[config.mk]
export PLATFORM = sky130hd
export DESIGN_NAME = fwd_scoreboard
export DESIGN_NICKNAME = d
export VERILOG_FILES = /design/src/rtl/fwd_scoreboard.sv
export SDC_FILE = /design/constraint.sdc
export NUM_CORES = 1
export LEC_CHECK = 0
export CAP_MARGIN = 10
export CORE_MARGIN = 1.5
export CORE_UTILIZATION = 45
export CTS_BUF_LIST = sky130_fd_sc_hd__clkbuf_16
export DETAILED_ROUTE_END_ITERATION = 16
export DONT_BUFFER_PORTS = 1
export SYNTH_ARGS = -nofsm -noshare
export SYNTH_HDL_FRONTEND = slang
export SYNTH_SLANG_ARGS = --single-unit
[constraint.sdc]
create_clock -name clk -period 3.39 [get_ports clk]
set_input_delay 0.678 -clock clk [delete_from_list [all_inputs] [get_ports clk]]
set_output_delay 0.678 -clock clk [all_outputs]
set_load 0.05 [all_outputs]
[src/rtl/fwd_scoreboard.sv]
// ---------------------------------------------------------------------------
// fwd_scoreboard
//
// Tracks the destinations of in-flight instructions for the r200 pipeline
// family and drives the operand-forwarding and decode-interlock controls.
// The decode instruction's destination enters a shift register of DEPTH
// stage entries (stage 1 = EX ... stage DEPTH = WB). The block compares the
// decode source operands against those entries to produce forward selects, a
// decode stall and a saturating stall-cycle counter.
//
// Build option:
//   FWD_SCOREBOARD_FWD_EN  defined   -> full forwarding. A load still in a
//                                       stage before LOAD_STAGE forces a
//                                       load-use stall.
//                          undefined -> interlock only. The forward selects
//                                       are tied to 0, and decode stalls on
//                                       any in-flight writer of a source.
//
// Parameters:
//   DEPTH       number of post-decode stages tracked (2..8)
//   LOAD_STAGE  first stage whose result bus carries load data (1..DEPTH)
//   RW          register address width
//   SW          forward-select width, derived from DEPTH
//
// Ports:
//   clk           clock, all state on the rising edge
//   rst           asynchronous active-high reset
//   id_valid      decode holds a real instruction
//   id_rs1/rs2    decode source register addresses
//   id_rd         decode destination register address
//   id_regwr      decode instruction writes id_rd
//   id_isload     decode instruction is a load
//   hold          whole pipeline frozen, entries keep their values
//   flush         kill the decode instruction
//   stall         decode must not issue this cycle (combinational)
//   rs1_sel/rs2_sel 0 = register file, k = stage-k result bus (combinational)
//   stall_cycles  saturating count of cycles that stalled while not held
// ---------------------------------------------------------------------------
module fwd_scoreboard #(
    parameter  int DEPTH      = 3,
    parameter  int LOAD_STAGE = 2,
    parameter  int RW         = 5,
    localparam int SW         = $clog2(DEPTH + 1)
) (
    input  logic          clk,
    input  logic          rst,
    input  logic          id_valid,
    input  logic [RW-1:0] id_rs1,
    input  logic [RW-1:0] id_rs2,
    input  logic [RW-1:0] id_rd,
    input  logic          id_regwr,
    input  logic          id_isload,
    input  logic          hold,
    input  logic          flush,
    output logic          stall,
    output logic [SW-1:0] rs1_sel,
    output logic [SW-1:0] rs2_sel,
    output logic [31:0]   stall_cycles
);

    // Stage entries. A write to x0, or a non-writing instruction, is stored
    // as an invalid entry, so only valid_q needs a reset.
    logic [DEPTH:1] valid_q, valid_d;
    logic [RW-1:0]  rd_q [1:DEPTH];
    logic [RW-1:0]  rd_d [1:DEPTH];
    logic [31:0]    cnt_q, cnt_d;

    logic [DEPTH:1] match1, match2;
    logic           hazard;
    logic           issue;

`ifdef FWD_SCOREBOARD_FWD_EN
    logic [DEPTH:1] isload_q, isload_d;
    logic [SW-1:0]  sel1_raw, sel2_raw;
`else
    // The interlock-only build does not use the load flag or LOAD_STAGE.
    logic unused_cfg;
    assign unused_cfg = id_isload ^ LOAD_STAGE[0];
`endif

    // ---- decode-stage compare: operand matches against every stage ----
    always_comb begin
        match1 = '0;
        match2 = '0;
        for (int k = 1; k <= DEPTH; k++) begin
            match1[k] = valid_q[k] && (rd_q[k] == id_rs1) && (id_rs1 != '0);
            match2[k] = valid_q[k] && (rd_q[k] == id_rs2) && (id_rs2 != '0);
        end
    end

`ifdef FWD_SCOREBOARD_FWD_EN
    // A load is a hazard only while it sits in a stage before its data
    // appears on a result bus.
    always_comb begin
        hazard = 1'b0;
        for (int k = 1; k <= DEPTH; k++) begin
            if ((k < LOAD_STAGE) && isload_q[k] && (match1[k] || match2[k])) begin
                hazard = 1'b1;
            end
        end
    end

    // Scan from the oldest stage to the youngest so that the youngest
    // matching writer wins when several stages hold the same rd.
    always_comb begin
        sel1_raw = '0;
        sel2_raw = '0;
        for (int k = DEPTH; k >= 1; k--) begin
            if (match1[k]) sel1_raw = SW'(k);
            if (match2[k]) sel2_raw = SW'(k);
        end
    end

    assign rs1_sel = (id_valid && !stall) ? sel1_raw : '0;
    assign rs2_sel = (id_valid && !stall) ? sel2_raw : '0;
`else
    // The register file has no write-through, so any in-flight writer of a
    // source operand blocks decode until it retires.
    assign hazard  = |(match1 | match2);
    assign rs1_sel = '0;
    assign rs2_sel = '0;
`endif

    assign stall = id_valid && !flush && hazard;
    assign issue = id_valid && !stall && !flush && id_regwr && (id_rd != '0);

    // ---- next-state: shift entries one stage unless the pipeline is held ----
    always_comb begin
        valid_d = valid_q;
        rd_d    = rd_q;
`ifdef FWD_SCOREBOARD_FWD_EN
        isload_d = isload_q;
`endif
        if (!hold) begin
            for (int k = DEPTH; k >= 2; k--) begin
                valid_d[k] = valid_q[k-1];
                rd_d[k]    = rd_q[k-1];
`ifdef FWD_SCOREBOARD_FWD_EN
                isload_d[k] = isload_q[k-1];
`endif
            end
            valid_d[1] = issue;
            rd_d[1]    = id_rd;
`ifdef FWD_SCOREBOARD_FWD_EN
            isload_d[1] = id_isload;
`endif
        end
    end

    // The counter saturates at all-ones.
    always_comb begin
        cnt_d = cnt_q;
        if (stall && !hold && (cnt_q != '1)) begin
            cnt_d = cnt_q + 32'd1;
        end
    end

    // ---- stage register boundary: control state with async reset ----
    always_ff @(posedge clk or posedge rst) begin
        if (rst) begin
            valid_q <= '0;
            cnt_q   <= '0;
        end else begin
            valid_q <= valid_d;
            cnt_q   <= cnt_d;
        end
    end

    // ---- stage register boundary: entry payload, qualified by valid_q ----
    always_ff @(posedge clk) begin
        rd_q <= rd_d;
`ifdef FWD_SCOREBOARD_FWD_EN
        isload_q <= isload_d;
`endif
    end

    assign stall_cycles = cnt_q;

endmodule

==> reports/summary.txt, run 1 <==
Combinational Power Share -> 9.0%
Post-route ant nets -> 0
Synth cell types -> 35
Clock latency on the worst-skew pair -> 0.29 ns
Area Growth Syn to Fin -> 10.3%
Number of synthesis warnings -> 0
Chip width -> 79.7 um
Core Rows -> 27
Post-Synth Simple-Gate Area -> 20.7%
Total clock sinks -> 50
Diode count -> 0
CP Launch Type -> input port
Post-synthesis mux area share -> 1.28%
1st-pass router iterations -> 4
I/O Pins -> 59
Crit path buffers/inverters -> 1
Power density cells -> 431 mW/mm^2
Final worst path period share -> 88.6%
Synth Area in Adders -> 0.472%
Critical path fanouts, max -> 4
Total GRT Usage -> 19.4%
Post-CTS setup buffer count -> 0
Total routed wirelength -> 5800 um
Core ar. -> 0.00561 mm^2
MaxCap Viol Count -> 0
Worst R2R End -> stall_cycles[27]
Fraction of registers with async set/reset -> 70.0%
Port Buffers -> 0
Leading post-synthesis cells by cell area -> dfrtp_1 (33%), edfxtp_1 (17%), xnor2_1 (11%), xor2_1 (9.3%), nor3_1 (4.7%)
Max incr delay on CP -> 0.58 ns
Peak VDD IR -> 200 uV
CTS tree -> yes
Final hold violations -> 0
Via count -> 1934
Seq pwr share -> 52.5%
Initial core utilization -> 47.2%
Clock Tree Buf Depth -> 2
DR iter-0 viols -> 154
Resized cells post-CTS -> 0
Post-synthesis sequential area ratio -> 50.1%
Net Switching -> 299 uW
Synthesized area -> 0.00265 mm^2
HPWL after detailed placement -> 4050 um
Initial antenna violation count -> 0
Hold Buf Count CTS -> 0
GPL Wtd Cong -> 0.768
Leak -> 1.27 nW
Synth Instances -> 250
Post-synthesis xor/xnor area fraction -> 20.2%
Largest family of logic cells by synthesized area -> simple AND/OR/NAND/NOR gates
Yosys top cell by area -> dfrtp_1
Yosys reg bits -> 50
Largest net degree at the start of global routing -> 36
Cell Chain, Critical Path -> or4_1 -> o211ai_1 -> o22ai_1 -> a222oi_1 -> nor2_1 -> buf_4
Final worst path period need -> 3.00 ns
Sw frac -> 23.8%
Critical path's top delay family -> compound AO/OA/AOI/OAI gates
Skew final -> 0.00438 ns
Share of layout cells above drive strength 1 -> 8.46%
Fin util -> 52.1%
H-tree depth -> 2
Inserted Clock Buffers -> 5
Nets -> 282
Post-synth EDFFs -> 15
Slew @ Worst Pin -> 0.633 ns
First-pass GRT wire length -> 9340 um
Worst min path class -> input port to asynchronous set/reset pin
Final Max Tran Viols -> 0
Status -> finished clean
Clock slew at reported path FFs -> 0.06 ns
Achievable frequency -> 0.333 GHz
RSZ-0062 raised after global routing -> false
Crit. End Element -> output port
Vias in the first global route -> 1881
Top-count cell post-synth -> dfrtp_1
Worst Path Required -> 2.71 ns
Int Pwr -> 958 uW
Vias per Instance -> 5.83
Clock share of power -> 38.5%
Crit Path Class -> input port to output port
Syn_area_per_cell -> 10.6 um^2
Die height -> 79.7 um
Synth Area in Compound Gates -> 3.64%
CTS Root Cell -> clkbuf_16
Die area -> 0.00636 mm^2
Slowest CP cell -> or4_1
GRT overflow -> 0
Critical R2R Launch -> stall_cycles[1]
Setup_tns -> 0 ns
Slack of the worst reg-to-reg path -> 0.71 ns
Worst path arrival time -> 2.33 ns
Slew margin rel. -> 57.8%
Reg2Reg Depth -> 8
Post-synth top cells -> dfrtp_1 (35), xnor2_1 (33), xor2_1 (28)
Main synth FF type -> dfrtp_1
Setup violators final -> 0
Synth top area share -> 33.1%
Drt drc -> 0
Drt wl/cell -> 17.5 um
==> power groups by stage <==
stage	Combinational, mW	Clock (mW)	Sequential [mW]
after floorplan	0.0862	0	0.681
after global placement	0.111	0	0.672
after detailed placement	0.113	0	0.673
after CTS	0.114	0.493	0.661
after global routing	0.125	0.523	0.663
final	0.113	0.484	0.661
==> cells by family after synthesis <==
kind of cell | count (synthesis)
xor+xnor | 61
fa+ha+maj | 1
buf+inv | 20
flops | 50
mux | 3
simple gates | 101
other cells | 1
compound gates | 13
==> per-layer routing <==
layer	share of wire [%]	up-vias	GRT usage, %
li1	-	909	-
met5	0	-	0
met2	47	68	29.2
met1	45	949	26.7
met4	1.2	0	6.32
met3	7.1	8	6.06
==> area by class of cell <==
type                    count  area (um^2)
fillers                   548         2690
well taps                  72         90.1
multi-input cells         183         1240
flip-flops and latches     50         1330
clock buffers               5          125
clock inverters             3         15.0
repair buffers             14          105
inverters                   5         18.8
==> sequential cells by signal (all words and copies together) (netlist names) <==
signal / count
stall_cycles: 32
rd_q: 15
valid_q: 3
==> cells in the final DEF, fill, tap and decap left out, types with 2 or more instances in the layout <==
| master | synthesis | final |
|---|---|---|
| or4_1 | 3 | 3 |
| o22ai_1 | 3 | 3 |
| conb_1 | 1 | 4 |
| and3_1 | 7 | 7 |
| o211ai_1 | 6 | 6 |
| edfxtp_1 | 15 | 15 |
| inv_1 | 5 | 7 |
| xor2_1 | 28 | 28 |
| nor4b_1 | 2 | 2 |
| nor2_1 | 5 | 5 |
| nor4_1 | 7 | 7 |
| clkbuf_16 | 0 | 5 |
| nor3_1 | 25 | 25 |
| mux2_2 | 2 | 2 |
| buf_4 | 4 | 14 |
| and2_1 | 3 | 3 |
| xnor2_1 | 33 | 33 |
| nand2_1 | 12 | 12 |
| nand3_1 | 21 | 21 |
| nand4_1 | 10 | 10 |
| dfrtp_1 | 35 | 35 |
==> stage by stage <==
stage	power [mW]	worst slack [ns]	instances	instance area [um^2]	hold WS, ns
4_1_cts	1.27	0.391	332	2920	0.397
6_report	1.26	0.387	332	2920	0.383
2_1_floorplan	0.767	0.180	253	2660	0.469
3_5_place_dp	0.786	0.392	324	2780	0.494
3_3_place_gp	0.783	0.417	324	2780	0.489
5_1_grt	1.31	0.281	332	2920	0.446
==> how the worst max path moves through the flow <==
stage | from | endpoint | slack, ns | cells past startpoint
floorplan | id_rs2[1] | stall | 0.18 | 6
global placement | id_rs1[1] | stall | 0.42 | 6
detailed placement | id_rs2[1] | stall | 0.39 | 6
CTS | id_rs2[1] | stall | 0.39 | 6
global route | id_rs2[1] | stall | 0.28 | 6
finish | id_rs2[1] | stall | 0.39 | 6
==> worst reg2reg max path, stage by stage (launching register included) <==
cell	delay, ns
dfrtp_1	0.67
ha_1	0.44
nand4_1	0.13
nor4_1	0.25
a41oi_1	0.21
nand2_1	0.32
buf_4	0.29
nor3_1	0.10
xor2_1	0.15
(Power assumes the default switching activity.)
==> run 2, diff against run 1 <==
--- a/config.mk
+++ b/config.mk
@@ -11,6 +11,7 @@
 export CTS_BUF_LIST = sky130_fd_sc_hd__clkbuf_16
 export DETAILED_ROUTE_END_ITERATION = 16
 export DONT_BUFFER_PORTS = 1
+export PLACE_DENSITY_LB_ADDON = 0.25
 export SYNTH_ARGS = -nofsm -noshare
 export SYNTH_HDL_FRONTEND = slang
 export SYNTH_SLANG_ARGS = --single-unit
==> run 2 against run 1 <==
  * Register-to-register slack is essentially flat
  * Utilization grew 0.16 points
  * Sequential power is essentially flat
  * Sequential cell count is the same
  * Via count shrank 3.4%
  * Final cell count grew 0.30%
  * Critical path depth shrank 1
  * Sequential share of layout area shrank 0.14 points
  * Clock skew grew 0.00063 ns
  * Final area grew 0.30%
  * Maximum frequency shrank 0.56%
  * Highest routed layer unchanged
==> reports/summary.txt, run 2 (synthesized netlist as in run 1, its figures left out) <==
Initial antenna violation count -> 0 (unchanged)
CTS tree -> yes
CP Launch Type -> input port
Chip width -> 79.7 um (unchanged)
Total routed wirelength -> 5510 um (-4.8%)
First-pass GRT wire length -> 9210 um (-1.4%)
Clock latency on the worst-skew pair -> 0.28 ns (about the same)
Share of layout cells above drive strength 1 -> 9.20% (+0.73 points)
Max reg flops -> 32 (unchanged)
I/O Pins -> 59 (unchanged)
Commonest non-fill, non-tap cell in the layout -> dfrtp_1
Via count -> 1869 (-3.4%)
Worst path arrival time -> 2.34 ns (about the same)
HPWL after detailed placement -> 4010 um (-1.2%)
Leak -> 1.27 nW (about the same)
Final worst path period need -> 3.02 ns (+0.0169 ns)
Die area -> 0.00636 mm^2 (unchanged)
Filler cells -> 526 (-4.0%)
Post-CTS setup buffer count -> 0 (unchanged)
GRT Max-Usage Layer -> met2
Total GRT Usage -> 18.9% (-0.51 points)
GR Util met3 -> 6.97% (+0.91 points)
Slew @ Worst Pin -> 0.904 ns (+0.271 ns)
Hold Buf Count CTS -> 0 (unchanged)
Net Switching -> 294 uW (-1.6%)
Clock share of power -> 38.4% (about the same)
Inserted Clock Buffers -> 5 (unchanged)
1st-pass router iterations -> 4 (unchanged)
Worst min path class -> input port to asynchronous set/reset pin
Skew final -> 0.00501 ns (+0.000631 ns)
Seq pwr share -> 52.7% (+0.2 points)
Clock Tree Buf Depth -> 2 (unchanged)
Achievable frequency -> 0.331 GHz (-0.56%)
Met1 global-route usage -> 25.4% (-1.2 points)
Worst setup margin -> 0.370 ns (-0.0169 ns)
Total clock sinks -> 50 (unchanged)
Power density cells -> 428 mW/mm^2 (-0.54%)
H-tree depth -> 2 (unchanged)
Vias in the first global route -> 1933 (+2.8%)
CTS Root Cell -> clkbuf_16
GRT overflow -> 0 (unchanged)
Largest net degree at the start of global routing -> 36 (unchanged)
Area after DPL -> 0.00279 mm^2 (+0.27%)
Slew margin rel. -> 39.5% (-18 points)
Nets -> 283 (+0.35%)
Setup violators final -> 0 (unchanged)
Crit. End Element -> output port
Clock slew at reported path FFs -> 0.06 ns (about the same)
Combinational Power Share -> 8.9% (about the same)
Final Max Tran Viols -> 0 (unchanged)
Post-route ant nets -> 0 (unchanged)
Diode count -> 0 (unchanged)
Highest-count cells in the layout ignoring fill and taps -> dfrtp_1 (35), xnor2_1 (33), xor2_1 (28), nor3_1 (25), nand3_1 (21)
Final instance area -> 0.00293 mm^2 (+0.30%)
Drt drc -> 0 (unchanged)
Worst Path Required -> 2.71 ns (about the same)
Sw frac -> 23.4% (-0.33 points)
Critical path fanouts, max -> 4 (unchanged)
Core ar. -> 0.00561 mm^2 (unchanged)
Drt wl/cell -> 16.6 um (-5.1%)
DR iter-0 viols -> 128 (-17%)
Pre-CTS setup slack -> 0.388 ns (-0.00362 ns)
Crit Path Class -> input port to output port
Initial core utilization -> 47.2% (unchanged)
Area Growth Syn to Fin -> 10.6%
Die height -> 79.7 um (unchanged)
Port Buffers -> 0 (unchanged)
Int Pwr -> 960 uW (+0.20%)
Vias per Instance -> 5.61 (-3.7%)
Final hold violations -> 0 (unchanged)
Resized cells post-CTS -> 0 (unchanged)
Status -> finished clean
Setup_tns -> 0 ns (unchanged)
GRT met2 Usage -> 28.5% (-0.76 points)
GPL Wtd Cong -> 0.801 (+4.3%)
Core Rows -> 27 (unchanged)
RSZ-0062 raised after global routing -> false
Final worst path period share -> 89.1% (+0.50 points)
Peak VDD IR -> 229 uV (+15%)
MaxCap Viol Count -> 0 (unchanged)
run 2: metal layers:
layer  wire [um]  part of all wire [%]
met5           0                     0
met4          30                  0.54
met3         423                   7.7
met2        2520                    46
met1        2540                    46
run 2: power groups by stage:
stage / logic [mW] / registers (mW) / clock network, mW
5_1_grt: 0.123 / 0.663 / 0.520
3_3_place_gp: 0.111 / 0.673 / 0
2_1_floorplan: 0.0862 / 0.681 / 0
4_1_cts: 0.113 / 0.661 / 0.498
3_5_place_dp: 0.113 / 0.674 / 0
6_report: 0.111 / 0.661 / 0.482
run 2: final cells by class:
| class | instances | area [um^2] | area share, % |
|---|---|---|---|
| clock buffer | 5 | 125 | 4.27 |
| clock inverter | 3 | 16.3 | 0.555 |
| inverter | 5 | 18.8 | 0.641 |
| multi-input combinational | 183 | 1240 | 42.3 |
| sequential | 50 | 1330 | 45.3 |
| tap | 72 | 90.1 | 3.08 |
| timing repair buffer | 15 | 113 | 3.84 |
run 2: per-stage QoR:
| stage | instances | power, mW | utilization, % | hold slack [ns] |
|---|---|---|---|---|
| after CTS | 333 | 1.27 | 52.2 | 0.406 |
| after global routing | 333 | 1.31 | 52.2 | 0.444 |
| after global placement | 325 | 0.784 | 49.7 | 0.490 |
| after floorplan | 253 | 0.767 | - | 0.469 |
| final | 333 | 1.25 | 52.2 | 0.390 |
| after detailed placement | 325 | 0.786 | 49.7 | 0.510 |
run 2: worst max-delay path, stage by stage:
cell and delay, ns:
or4_1 0.58, o211ai_1 0.20, o22ai_1 0.11, a222oi_1 0.44, nor2_1 0.33
run 2: final timing paths:
path                                  from  depth (start not counted)               end  slack (ns)
min reg2reg                     valid_q[3]                          1        valid_q[3]        0.53
max reg2reg                stall_cycles[1]                          8  stall_cycles[23]        0.70
min in group clk                      hold                          1        valid_q[1]        0.48
max in group asynchronous              rst                          2  stall_cycles[28]        2.69
min                                    rst                          2   stall_cycles[7]        0.39
max                              id_rs2[1]                          5             stall        0.37
